### src/rtl/asteroid_wave_ctrl.sv
// Level/wave scheduler for the asteroid-quad array; every decision is taken on vsync.
// Optional attract wave on quad 0 while idle: define ASTWAVE_ATTRACT_EN.
module asteroid_wave_ctrl #(
  parameter int NQUAD        = 4,
  parameter int START_QUADS  = 1,
  parameter int CLEAR_FRAMES = 120,
  parameter int LEVEL_W      = 8
) (
  input  logic               clk,
  input  logic               resetN,
  input  logic               vsync,
  input  logic               game_begin,
  input  logic               game_over,
  input  logic [NQUAD-1:0]   quad_empty,
  output logic [NQUAD-1:0]   new_level,
  output logic [NQUAD-1:0]   quad_enable,
  output logic [LEVEL_W-1:0] level,
  output logic               level_start,
  output logic               busy
);

  localparam logic [2:0] ST_IDLE  = 3'd0;
  localparam logic [2:0] ST_SPAWN = 3'd1;
  localparam logic [2:0] ST_PLAY  = 3'd2;
  localparam logic [2:0] ST_CLEAR = 3'd3;
  localparam logic [2:0] ST_OVER  = 3'd4;

  localparam int FC_W = (CLEAR_FRAMES > 1) ? $clog2(CLEAR_FRAMES) : 1;
  localparam logic [FC_W-1:0] FC_LAST = FC_W'(CLEAR_FRAMES - 1);
  localparam int N_W = LEVEL_W + 5;

  logic [2:0]         state_r;
  logic [LEVEL_W-1:0] level_r;
  logic [NQUAD-1:0]   en_r;
  logic [NQUAD-1:0]   cleared_r;
  logic [FC_W-1:0]    frame_cnt_r;
  logic               start_r;
  logic [NQUAD-1:0]   mask_s;
  logic [NQUAD-1:0]   hits_s;
  logic [NQUAD-1:0]   cleared_nxt_s;

  // Lowest n quads active, n = START_QUADS + level - 1, naturally capped at NQUAD.
  function automatic logic [NQUAD-1:0] wave_mask(input logic [LEVEL_W-1:0] lvl);
    logic [N_W-1:0]   n;
    logic [NQUAD-1:0] m;
    n = N_W'(START_QUADS) + N_W'(lvl) - N_W'(1);
    m = '0;
    for (int i = 0; i < NQUAD; i++) begin
      m[i] = (N_W'(i) < n);
    end
    return m;
  endfunction

  assign mask_s        = wave_mask(level_r);
  assign hits_s        = quad_empty & ~cleared_r;
  assign cleared_nxt_s = cleared_r | hits_s;

  // Wave sequencing; game_over pre-empts every other transition.
  always_ff @(posedge clk or negedge resetN) begin
    if (!resetN) begin
      state_r     <= ST_IDLE;
      level_r     <= '0;
      en_r        <= '0;
      cleared_r   <= '0;
      frame_cnt_r <= '0;
      start_r     <= 1'b0;
    end else begin
      start_r <= 1'b0;
      if (vsync) begin
        case (state_r)
          ST_IDLE: begin
            if (game_begin && !game_over) begin
              state_r   <= ST_SPAWN;
              level_r   <= LEVEL_W'(1);
              cleared_r <= '0;
            end
          end
          ST_SPAWN: begin
            if (game_over) begin
              state_r <= ST_OVER;
              en_r    <= '0;
            end else begin
              state_r   <= ST_PLAY;
              en_r      <= mask_s;
              cleared_r <= ~mask_s;
              start_r   <= 1'b1;
            end
          end
          ST_PLAY: begin
            if (game_over) begin
              state_r <= ST_OVER;
              en_r    <= '0;
            end else begin
              cleared_r <= cleared_nxt_s;
              if (&cleared_nxt_s) begin
                state_r     <= ST_CLEAR;
                frame_cnt_r <= '0;
                en_r        <= '0;
              end else begin
                en_r <= en_r & ~hits_s;
              end
            end
          end
          ST_CLEAR: begin
            if (game_over) begin
              state_r <= ST_OVER;
              en_r    <= '0;
            end else if (frame_cnt_r == FC_LAST) begin
              state_r <= ST_SPAWN;
              if (level_r != '1) begin
                level_r <= level_r + LEVEL_W'(1);
              end
            end else begin
              frame_cnt_r <= frame_cnt_r + FC_W'(1);
            end
          end
          ST_OVER: begin
            en_r <= '0;
            if (!game_over && !game_begin) begin
              state_r <= ST_IDLE;
              level_r <= '0;
            end
          end
          default: begin
            state_r <= ST_IDLE;
            level_r <= '0;
            en_r    <= '0;
          end
        endcase
      end
    end
  end

`ifdef ASTWAVE_ATTRACT_EN
  logic attract_r;

  // Attract respawn request: armed while away from IDLE, re-armed by quad 0 emptying.
  always_ff @(posedge clk or negedge resetN) begin
    if (!resetN) begin
      attract_r <= 1'b1;
    end else if (state_r != ST_IDLE) begin
      attract_r <= 1'b1;
    end else if (vsync) begin
      attract_r <= quad_empty[0];
    end else begin
      attract_r <= attract_r;
    end
  end

  // Quad 0 stays enabled during the attract wave.
  always_comb begin
    quad_enable = en_r;
    if (state_r == ST_IDLE) begin
      quad_enable[0] = 1'b1;
    end else begin
      quad_enable = en_r;
    end
  end
`else
  assign quad_enable = en_r;
`endif

  // Spawn strobe is held from SPAWN entry until the vsync that starts the wave.
  always_comb begin
    new_level = '0;
    if (state_r == ST_SPAWN && !game_over) begin
      new_level = mask_s;
    end
`ifdef ASTWAVE_ATTRACT_EN
    else if (state_r == ST_IDLE) begin
      new_level[0] = attract_r;
    end
`endif
    else begin
      new_level = '0;
    end
  end

  assign busy        = (state_r == ST_SPAWN) || (state_r == ST_PLAY) || (state_r == ST_CLEAR);
  assign level       = level_r;
  assign level_start = start_r;

endmodule

### config.mk
export PLATFORM = sky130hd
export DESIGN_NAME = asteroid_wave_ctrl
export DESIGN_NICKNAME = d
export VERILOG_FILES = /design/src/rtl/asteroid_wave_ctrl.sv
export SDC_FILE = /design/constraint.sdc
export NUM_CORES = 1
export LEC_CHECK = 0
export CORE_MARGIN = 8
export CORE_UTILIZATION = 53
export DETAILED_ROUTE_END_ITERATION = 10
export PLACE_DENSITY_LB_ADDON = 0.12
export SYNTH_ARGS = -nofsm -noshare
export SYNTH_HDL_FRONTEND = slang
export SYNTH_SLANG_ARGS = --single-unit
### constraint.sdc
create_clock -name clk -period 2.3 [get_ports clk]
set_clock_uncertainty 0.2 [all_clocks]
set_input_delay 0.575 -clock clk [delete_from_list [all_inputs] [get_ports clk]]
set_output_delay 0.575 -clock clk [all_outputs]
set_load 0.05 [all_outputs]
==> key figures, run 1 <==
CTS
  • CTS tree: done
  • CTS max path bufs: 2
  • Clock root buffer: clkbuf_4
  • Clk_lat worst skew: ~0.32 ns
  • CTS sink cnt: 27
  • Clk slew on worst S/H paths: ~0.15 ns
  • H-tree Lvls: 1
  • Num CTS Buffers: 3

Worst setup path
  • Crit Path Category: register to output pin
  • Worst EP arrival: approximately 1.9 ns
  • Crit path launch type: register
  • CP Capture Type: output pin
  • Crit path max fanout: 2
  • Required time worst endpoint: 1.52 ns
  • Worst reg2reg setup slack: around 0.14 ns

Timing
  • Minimum clock period: between 2 and 3 ns
  • Rel. slew slack: 0.659
  • F_max: ~370 MHz
  • Crit share post-route: 1.16
  • Final-report hold violation count: 0
  • Max Slew Vio Count: 0
  • Final setup TNS: -1.32 ns
  • RSZ-0062 raised after global routing: yes
  • # setup viols final: 4
  • Worst-Margin Slew: 0.510 ns
  • Setup ws final: -0.372 ns

Logic synthesis
  • Number of synthesized flops with an enable pin: 0
  • Most frequent cell after synthesis: dfrtp_1
  • Synth Net Count: a little over 200
  • Synth Cell Area: 0.00169 mm2
  • XOR/XNOR Fraction of Synth Area: 0
  • Synth top area share: 0.399
  • Yosys warning count: 0
  • Largest family of logic cells by synthesized area: simple AND/OR/NAND/NOR gates
  • Synth area leader: dfrtp_1
  • Most common flop cell mapped by yosys: dfrtp_1
  • Simple-Gate Fraction of Synth Area: 0.287
  • #FFs+latches synth: 27
  • Syn_area_per_cell: ~9 um2
  • Top cells by area, synth: dfrtp_1, o21ai_0, nand2_1
  • Async S/R FF share, synth: 1.00
  • Post-synthesis adder-cell area fraction: 0.0148
  • Seq/Total Area, Yosys: 0.399
  • Yosys cell types: 48
  • Mux cell area share after synthesis: 0
  • Gate Count Post-Synth: 192
  • Complex-gate fraction of the synthesized area: 0.267
  • Synth top cells by count: dfrtp_1, o21ai_0, nand2_1, nor2_1, nand3_1

Die
  • Die Y: around 72 um
  • Core area: approximately 0.0031 mm2
  • Rows: 20
  • I/O Pins: 27
  • Die area: 0.00526 mm2
  • Initial Utilization: 0.554
  • Die width: roughly 72 um

Placed design
  • Routability-driven placement congestion ratio: 0.910
  • Port bufs: 26
  • HPWL Detailed: roughly 3400 um
  • Pre-CTS setup slack: -0.297 ns

Cells and area
  • Ant diodes: 0
  • Area Overhead vs Synth: 34.7%
  • Layout cells sized above 1: 0.272
  • Final #Nets: 258

Status
  • Failing checks: negative setup slack
  • Outcome: finished, violations left

Power and ir drop
  • Switching share of power: 0.406
  • Leakage: roughly 1.1 nW
  • Internal power: roughly 0.00095 W
  • Register share of total power: 0.395
  • Sw power: ~0.00065 W
  • Clock power frac: 0.129
  • Comb power frac: 0.475
  • P per Cell Area: ~700 mW/mm2
  • Total power: roughly 0.0016 W
  • Max VDD drop: between 0.0006 and 0.0007 V

Global route
  • First-pass GRT wire length: approximately 7600 um
  • Largest net degree at the start of global routing: 28
  • Initial antenna violation count: 0
  • Vias in the first global route: approximately 1700
  • GR Util All Layers: 0.174
  • Grt total ovfl: 0

Detailed routing
  • Drc violations: 0
  • Drt wl/cell: roughly 15 um
  • Post-route ant nets: 0
  • Via density: between 5 and 6
  • Drt pass-1 iters: 4
  • Via count: between 1500 and 2000
  • Routed WL: roughly 4400 um
  • Detailed Route Iter0 Violations: 194

Flow run
  • Maxcap violations: 0

Worst hold path
  • Hold Path Class: register to register
-- power groups by stage --
stage | registers, W | logic, W | clock network [W]
final | 0.000632 | 0.000760 | 0.000207
after global routing | 0.000644 | 0.000824 | 0.000229
after CTS | 0.000632 | 0.000755 | 0.000214
after detailed placement | 0.000642 | 0.000744 | 0
after global placement | 0.000635 | 0.000728 | 0
after floorplan | 0.000673 | 0.000426 | 0
-- layout make-up --
class / count / area, um2
Multi-Input combinational cell: 154 / 983
Fill cell: 239 / 774
Sequential cell: 27 / 679
Timing Repair Buffer: 56 / 515
Tap cell: 44 / 55.1
Clock buffer: 4 / 26.3
Inverter: 5 / 18.8
-- through the flow --
step	utilization	instances	area, um2	hold slack (ns)
after floorplan	-	192	1710	0.0794
after global placement	0.727	283	2220	0.274
after detailed placement	0.727	283	2220	0.281
after CTS	0.738	288	2250	0.315
after global routing	0.746	290	2280	0.327
final	0.746	290	2280	0.302
-- cells in the final DEF, fill, tap and decap left out, drive strengths merged, types with 3 or more instances in the layout --
cell	instances
buf	44
dfrtp	27
o21ai	24
nand2	20
nor2	17
a21oi	13
nand3	12
clkdlybuf4s50	8
a31oi	7
inv	5
o21a	5
and3	5
nor3	5
nor2b	4
clkbuf	4
and2	4
a21boi	3
o2bb2ai	3
nand4	3
o31ai	3
-- sequential cells by signal (all words and copies together), names as in the netlist --
name / cells
level: 8
frame_cnt_r: 7
cleared_r: 4
quad_enable: 4
state_r: 3
level_start: 1
-- routing by layer --
layer / GRT usage / wire (um) / vias to the layer above
li1: - / - / 822
met1: 0.220 / 1970 / 814
met2: 0.292 / 2150 / 58
met3: 0.0303 / 223 / 8
met4: 0.0578 / 61 / 0
met5: 0 / 0 / -
-- worst paths after layout --
kind                                            startpoint                          to  cells past startpoint
min in group asynchronous                           resetN        level[3]$_DFFE_PN0P_                      2
worst max register to register  frame_cnt_r[0]$_DFFE_PN0P_        level[0]$_DFFE_PN0P_                      7
worst min-delay path            quad_enable[0]$_DFFE_PN0P_  quad_enable[0]$_DFFE_PN0P_                      1
max in group asynchronous                           resetN        level[2]$_DFFE_PN0P_                      2
worst min register to register  quad_enable[0]$_DFFE_PN0P_  quad_enable[0]$_DFFE_PN0P_                      1
worst max-delay path                  level[6]$_DFFE_PN0P_                new_level[0]                      5
-- critical path: stages (launching register included) --
cell and delay, ns:
dfrtp_2 0.43, or4_4 0.58, nor4_4 0.17, and2_4 0.19
nor2_2 0.05, buf_12 0.16
-- cells by family after synthesis --
logic type      count (synthesis)
compound gates                 69
fa+ha+maj                       2
buf+inv                        11
flops                          27
simple gates                   83
-- repair_timing --
item                       CTS  global route
resized for setup            3             5
gates cloned                 0             0
hold buffers                 0             0
setup endpoints to repair    6            12
pin swaps                    1             2
buffers inserted             1             2
Power figures use the tool's default switching activity.
==> run 2: changes to the inputs <==
--- a/config.mk
+++ b/config.mk
@@ -8,6 +8,7 @@
 export CORE_MARGIN = 8
 export CORE_UTILIZATION = 53
 export DETAILED_ROUTE_END_ITERATION = 10
+export GPL_TIMING_DRIVEN = 0
 export PLACE_DENSITY_LB_ADDON = 0.12
 export SYNTH_ARGS = -nofsm -noshare
 export SYNTH_HDL_FRONTEND = slang
==> run 2 against run 1 <==
  * The flow still finishes with violations (negative setup slack)
  * Sequential power is 0.6% lower
  * Cell count fell by 4.1%
  * Clock power barely moved
  * Core utilization shrank 3.6 points
  * Global-route usage down 0.61 points
  * Setup slack worse by 0.0060 ns
  * Clock-buffer cell count down 1
  * Combinational power decreased by 9.9%
  * Sequential share of layout area increased by 1.5 points
  * Routed wire length shrank 1.4%
  * Via count is 3.5% lower
  * Critical path type unchanged
  * Critical endpoint is now new_level[2]
==> key figures, run 2 (synthesized netlist as in run 1, its figures left out) <==
Status
  • Outcome: finished, violations left
  • Failing checks: negative setup slack

Timing
  • Worst-Margin Slew: 0.614 ns
  • Final-report hold violation count: 0
  • Crit share post-route: 1.16
  • Final setup TNS: -1.47 ns
  • Setup ws final: -0.378 ns
  • # setup viols final: 4
  • F_max: about 370 MHz
  • Minimum clock period: about 2.7 ns
  • Max Slew Vio Count: 0
  • Rel. slew slack: 0.591
  • RSZ-0062 raised after global routing: yes

CTS
  • Hold_buf cts: 0
  • Clock root buffer: clkbuf_4
  • CTS tree: done
  • Clk slew on worst S/H paths: around 0.15 ns
  • Clk_lat worst skew: 0.33 ns
  • CTS sink cnt: 27
  • Num CTS Buffers: 3
  • CTS max path bufs: 2
  • H-tree Lvls: 1

Placed design
  • HPWL Detailed: 3140 um
  • Routability-driven placement congestion ratio: 0.857
  • Area post-placement: ~0.0020 mm2
  • Port bufs: 26

Worst setup path
  • Worst path slowest cell: or4_4
  • Count of cell instances traversed by the critical path: 5
  • Required time worst endpoint: ~1.5 ns
  • Crit path max fanout: 6
  • Reg2Reg Capture Point: cleared_r[0]$_DFFE_PN0P_
  • R2R depth: 8
  • Worst reg2reg setup slack: approximately 0.15 ns
  • Crit Path Category: register to output pin
  • Worst path bufs/invs: 2
  • Worst R2R Start: level[2]$_DFFE_PN0P_
  • CP startpoint: level[2]$_DFFE_PN0P_
  • Crit-path max cell delay: around 0.57 ns
  • Family with the most delay on the worst path: simple AND/OR/NAND/NOR gates
  • Worst EP arrival: about 1.9 ns
  • Worst-path cell chain: or4_4, nor3_4, buf_12, a21oi_4, buf_6
  • Crit path launch type: register
  • CP Capture Type: output pin

Detailed routing
  • Drt pass-1 iters: 4
  • Via density: between 5 and 6
  • Drc violations: 0
  • Detailed Route Iter0 Violations: 100
  • Drt wl/cell: 15.6 um
  • Via count: 1642
  • Routed WL: ~4300 um
  • Post-route ant nets: 0

Power and ir drop
  • Total power: around 0.0015 W
  • P per Cell Area: 701 mW/mm2
  • Leakage: roughly 1.0 nW
  • Max VDD drop: 0.000572 V

Die
  • Core area: between 0.003 and 0.004 mm2
  • Die width: 72.5 um
  • I/O Pins: 27
  • Rows: 20
  • Die area: 0.00526 mm2
  • Initial Utilization: 0.554
  • Die Y: just over 70 um

Cells and area
  • Most common cell after layout, fill and taps aside: dfrtp_1
  • Design Area, Final: 0.00217 mm2
  • Area Overhead vs Synth: 28.3%
  • Max reg flops: 8
  • Final #Nets: roughly 250
  • Commonest cells after routing, fill and taps aside: dfrtp_1, o21ai_0, nand2_1
  • Layout cells sized above 1: 0.205
  • Fill count: about 260
  • Ant diodes: 0

Flow run
  • Maxcap violations: 0

Global route
  • Largest net degree at the start of global routing: 28
  • GR Util All Layers: 0.168
  • Initial antenna violation count: 0
  • Vias in the first global route: roughly 1500
  • Grt total ovfl: 0
  • First-pass GRT wire length: 7270 um

Worst hold path
  • Hold Path Class: input pin to async pin
-- run 2: cell type report --
class / instances / area [um2] / share of cell area
multi-input combinational: 154 / 1010 / 0.464
sequential: 27 / 679 / 0.313
timing repair buffer: 38 / 345 / 0.159
tap: 44 / 55.1 / 0.0254
buffer: 6 / 36.3 / 0.0167
clock buffer: 3 / 22.5 / 0.0104
inverter: 5 / 18.8 / 0.00865
clock inverter: 1 / 5.00 / 0.00231
-- run 2: stage by stage --
step,cells,utilization,hold slack (ns),worst slack (ns)
floorplan,192,-,0.0794,-0.107
global placement,262,0.663,0.273,-1.09
detailed placement,262,0.663,0.273,-1.10
CTS,271,0.685,0.307,-0.515
global route,278,0.711,0.0644,-0.449
finish,278,0.711,0.0341,-0.378
-- run 2: per-layer routing --
| metal | global-route usage | vias to the layer above | part of all wire | wire, um |
|---|---|---|---|---|
| met5 | 0 | - | 0 | 0 |
| met4 | 0.0489 | 0 | 0.0076 | 33 |
| met3 | 0.0275 | 4 | 0.064 | 280 |
| met2 | 0.285 | 58 | 0.49 | 2110 |
| met1 | 0.213 | 783 | 0.44 | 1920 |
| li1 | - | 797 | - | - |
-- run 2: power breakdown --
| part | switching [W] | internal (W) |
|---|---|---|
| Sequential | 0.0000759 | 0.000552 |
| Clock | 0.000144 | 0.0000653 |
| Combinational | 0.000430 | 0.000254 |
-- run 2: how the worst max path moves through the flow --
| stage | to | slack, ns |
|---|---|---|
| final | new_level[2] | -0.38 |
| after global routing | new_level[0] | -0.45 |
| after CTS | new_level[0] | -0.52 |
| after detailed placement | new_level[2] | -1.10 |
| after global placement | new_level[2] | -1.09 |
| after floorplan | new_level[1] | -0.11 |
-- run 2: repair_timing --
item | in CTS | in global routing
gates resized for setup | 45 | 9
pin swaps | 3 | 5
setup buffers | 5 | 7
setup endpoints to repair | 20 | 14
